--- src/rtl/bus_merge_arbiter.sv ---
// Registered 2-to-1 merge point: round-robin arbitration between two valid/ready
// sources into a one-entry output register, with per-source transfer counters.
module bus_merge_arbiter #(
    parameter int WIDTH = 8,
    parameter int CNT_W = 8
) (
    input  logic             clk,
    input  logic             rst,
    input  logic [WIDTH-1:0] in0,
    input  logic             valid0,
    output logic             ready0,
    input  logic [WIDTH-1:0] in1,
    input  logic             valid1,
    output logic             ready1,
    output logic [WIDTH-1:0] out,
    output logic             out_valid,
    input  logic             out_ready,
    output logic             out_sel,
    output logic [CNT_W-1:0] cnt0,
    output logic [CNT_W-1:0] cnt1
);

    typedef enum logic {
        EMPTY = 1'b0,
        FULL  = 1'b1
    } state_t;

    localparam logic [CNT_W-1:0] CNT_ONE = 1;

    state_t           state_q, state_d;
    logic [WIDTH-1:0] out_q, out_d;
    logic             out_sel_q, out_sel_d;
    logic             last_grant_q, last_grant_d;
    logic [CNT_W-1:0] cnt0_q, cnt0_d;
    logic [CNT_W-1:0] cnt1_q, cnt1_d;

    logic can_accept;
    logic grant;

    always_ff @(posedge clk or posedge rst) begin
        if (rst) begin
            state_q      <= EMPTY;
            out_q        <= '0;
            out_sel_q    <= 1'b0;
            last_grant_q <= 1'b1;
            cnt0_q       <= '0;
            cnt1_q       <= '0;
        end else begin
            state_q      <= state_d;
            out_q        <= out_d;
            out_sel_q    <= out_sel_d;
            last_grant_q <= last_grant_d;
            cnt0_q       <= cnt0_d;
            cnt1_q       <= cnt1_d;
        end
    end

    always_comb begin
        // A full register may still accept when the consumer drains it this cycle.
        can_accept = (state_q == EMPTY) || out_ready;

        // On a tie the source that did not win last time goes first.
        if (valid0 && valid1) begin
            grant = ~last_grant_q;
        end else begin
            grant = valid1;
        end

        ready0 = can_accept && valid0 && !grant;
        ready1 = can_accept && valid1 && grant;

        state_d      = state_q;
        out_d        = out_q;
        out_sel_d    = out_sel_q;
        last_grant_d = last_grant_q;
        cnt0_d       = cnt0_q;
        cnt1_d       = cnt1_q;

        if (ready0) begin
            state_d      = FULL;
            out_d        = in0;
            out_sel_d    = 1'b0;
            last_grant_d = 1'b0;
            cnt0_d       = cnt0_q + CNT_ONE;
        end else if (ready1) begin
            state_d      = FULL;
            out_d        = in1;
            out_sel_d    = 1'b1;
            last_grant_d = 1'b1;
            cnt1_d       = cnt1_q + CNT_ONE;
        end else if ((state_q == FULL) && out_ready) begin
            // Drain without a replacement word: data and tag are left as they were.
            state_d = EMPTY;
        end
    end

    assign out       = out_q;
    assign out_sel   = out_sel_q;
    assign out_valid = (state_q == FULL);
    assign cnt0      = cnt0_q;
    assign cnt1      = cnt1_q;

endmodule

--- config.mk ---
export PLATFORM = sky130hd
export DESIGN_NAME = bus_merge_arbiter
export DESIGN_NICKNAME = d
export VERILOG_FILES = /design/src/rtl/bus_merge_arbiter.sv
export SDC_FILE = /design/constraint.sdc
export NUM_CORES = 1
export LEC_CHECK = 0
export BUFFER_PORTS_ARGS = -buffer_cell sky130_fd_sc_hd__buf_4
export CORE_UTILIZATION = 45
export CTS_BUF_LIST = sky130_fd_sc_hd__clkbuf_2
export DETAILED_ROUTE_END_ITERATION = 10
export GPL_ROUTABILITY_DRIVEN = 0
export PLACE_DENSITY = 0.76
export SLEW_MARGIN = 20
export SYNTH_ARGS = -nofsm -noshare
export SYNTH_HDL_FRONTEND = slang
export SYNTH_SLANG_ARGS = --single-unit
--- constraint.sdc ---
create_clock -name clk -period 1.2 [get_ports clk]
set_clock_uncertainty 0.05 [all_clocks]
set_input_delay 0.06 -clock clk [delete_from_list [all_inputs] [get_ports clk]]
set_output_delay 0.06 -clock clk [all_outputs]
set_load 0.005 [all_outputs]
==> results.yml <==
yosys:
  ys_warn_count: 0
  synthAdderAreaFrac: 0.0196
  synth_top_family_by_area: "simple AND/OR/NAND/NOR gates"
  synthXorXnorAreaFrac: 0.0961
  synth_top_area_share: 0.510
  synth_compound_area_frac: 0.0902
  synthMuxAreaShare: 0
  synth.yosys.seq_area_share: 0.530
  netlist_area_sq_mm: 0.00128
  syn_inst: 119
  synth_nets: 142
  synth_area_leader_cell: "dfrtp_1"
  synth_seq_cells: 27
  synthSimpleGateAreaFrac: 0.217
  ys_types: 28
  ys_top_cells_by_area: "dfrtp_1 51%, xnor2_1 6.9%, nand2_1 6.8%"
  avgSynthCellArea_sq_um: 10.7
die:
  io_pins: 49
  design.die.area_sq_mm: 0.00305
  core-area_sq_mm: 0.00257
  row_count: 18
  die_h_microns: 55.3
  die_x_microns: 55.3
  start_util: 0.497
grt:
  antenna_found_initial: 0
  grt_use_total: 0.241
  grt_max_degree: 28
  grt_pass1_wl_microns: 5840
  grt_pass1_vias: 1243
  grt_overflow_total: 0
worst_setup_path:
  critical_path_buf_inv_count: 4
  critPathTopFamily: "flip-flops"
  slowest_stage: "dfstp_2"
  crit_type: "reg2reg"
  critPathMaxFanout: 8
  max_stage_delay_ns: 0.65
  required_ns: 1.43
  worstSetupStartpointType: "register"
  cp_data_arrival_time_ns: 1.86
  cp-end-kind: "register"
  cp_cell_sequence: "nor2b_4, nand3b_4, inv_4, buf_12, buf_4, buf_8, a21oi_4, a21oi_2"
finish:
  layout_common_cells: "53 x buf_4, 26 x dfrtp_1, 24 x buf_6"
  area_delta_synth_final_pct: 82.3
  post-route-util: 0.906
  layout_commonest_cell: "buf_4"
  nNetsFinal: 243
  insertedDiodeCount: 0
  drive_above_1_share: 0.525
  n_fill_cell: 106
sta:
  final_hold_viol_count: 0
  setup_viol: 27
  min_period_ns: 1.64
  rsz0062_at_grt: "true"
  max_freq_ghz: 0.611
  relSlewSlack: 0.743
  worstMarginPinSlew_ns: 0.385
  post-route-period-util: 1.36
  fin_ws_ns: -0.438
  slew_viol_final: 0
clocking:
  clk_pin_slew_ns: 0.25
  cts_buffers: 3
  clk_latency_ns: 0.34
  tritoncts: "yes"
  clock_sinks: 27
  cts_buffer_depth: 2
  cts_max_level: 1
  cts_root_buf: "clkbuf_2"
drt:
  vias: 1356
  drt_wl_total_microns: 4660
  via_per_inst: 5.45
  drc: 0
  ant_nets: 0
  dr.first_iter.drc_count: 34
  firstDrtPassIters: 4
  wl_per_cell_microns: 18.7
power_and_ir_drop:
  total_power_mw: 3.69
  combPwrFrac: 0.523
  clock_power_share: 0.094
  leakage_nw: 1.17
  p_sw_frac: 0.351
  seqPwrFrac: 0.383
  power_switching_mw: 1.29
  p_int_mw: 2.39
  power_density_mw_per_mm2: 1580
  ir_drop_mv: 1.27
outcome:
  violations: "setup timing"
  outcome: "finished, violations left"
placement:
  io_buffers: 48
  place_hpwl_microns: 2000
  post-place-ws_ns: -0.121
min_path:
  min_path_type: "in2reg"
run:
  maxCapViolCount: 0
## state kept, by name, indices dropped and copies added, names as in the netlist
| register | flops |
|---|---|
| out_sel | 1 |
| cnt0 | 8 |
| cnt1 | 8 |
| last_grant_q | 1 |
| out_valid | 1 |
| out | 8 |
## routing by layer
layer  GRT usage  vias up  part of all wire
met5           0        -                 0
met4      0.0536        0             0.042
met3      0.0539       18             0.070
met2       0.408       81              0.49
met1       0.318      665              0.40
li1            -      592                 -
## stage by stage
stage | cells | setup TNS (ns) | hold WS [ns] | instance area [sq um]
after floorplan | 119 | -0.337 | 0.0620 | 1290
after global placement | 208 | -1.09 | 0.0931 | 1780
after detailed placement | 208 | -1.64 | 0.0954 | 1780
after CTS | 241 | -4.80 | 0.0862 | 2140
after global routing | 249 | -8.39 | 0.0694 | 2330
final | 249 | -6.55 | 0.100 | 2330
## cell usage after synthesis, drive strengths merged
| cell | n |
|---|---|
| nor2b | 1 |
| a21oi | 16 |
| nand4 | 5 |
| xor2 | 4 |
| nand2b | 1 |
| ha | 2 |
| or3 | 1 |
| nand3b | 1 |
| buf | 4 |
| and3 | 2 |
| xnor2 | 10 |
| nor3 | 3 |
| inv | 3 |
| dfstp | 1 |
| and2b | 1 |
| o21ai | 1 |
| nand2 | 24 |
| dfrtp | 26 |
| nand3 | 4 |
| nor2 | 9 |
## area by class of cell
type	count	area, sq um	area share
flip-flops and latches	27	677	0.291
well taps	30	37.5	0.0161
multi-input cells	85	642	0.276
clock buffers	4	20.0	0.00861
repair buffers	100	928	0.399
inverters	3	21.3	0.00914
## tightest hold or removal path: cells and delay by family
family	cells	cell delay [ns]
buf+inv	2	0.26
simple gates	2	0.18
## power groups by stage
stage / Combinational (mW) / Sequential (mW) / Clock (mW)
after floorplan: 0.452 / 1.44 / 0
after global placement: 1.26 / 1.36 / 0
after detailed placement: 1.28 / 1.37 / 0
after CTS: 1.45 / 1.35 / 0.356
after global routing: 2.03 / 1.44 / 0.403
final: 1.93 / 1.41 / 0.347
## path summary, 6_finish.rpt
check	from	to	slack, ns	cells past startpoint
max in group asynchronous	rst	last_grant_q	0.55	4
hold reg to reg	cnt1[7]	cnt1[7]	0.45	1
hold / removal	valid1	out_sel	0.10	4
min in group asynchronous	rst	cnt1[6]	0.23	4
setup / recovery	last_grant_q	out[2]	-0.44	8
setup reg to reg	last_grant_q	out[2]	-0.44	8
## cell families after synthesis
| kind of cell | after synthesis |
|---|---|
| and+or+nand+nor | 52 |
| DFF | 27 |
| AOI/OAI and AO/OA | 17 |
| xor gates and xnor gates | 14 |
| buffers and inverters | 7 |
| adders and majority gates | 2 |
## what timing repair did
| item | 4_1_cts | 5_1_grt |
|---|---|---|
| endpoints found under the setup margin | 24 | 36 |
| hold endpoints to repair | 38 | 0 |
| hold buffers | 19 | 0 |
| setup buffers | 9 | 8 |
| pin swaps | 18 | 9 |
| resized for setup | 19 | 31 |
| cloned | 1 | 0 |
Note: power is estimated with default switching activity, not from simulation.
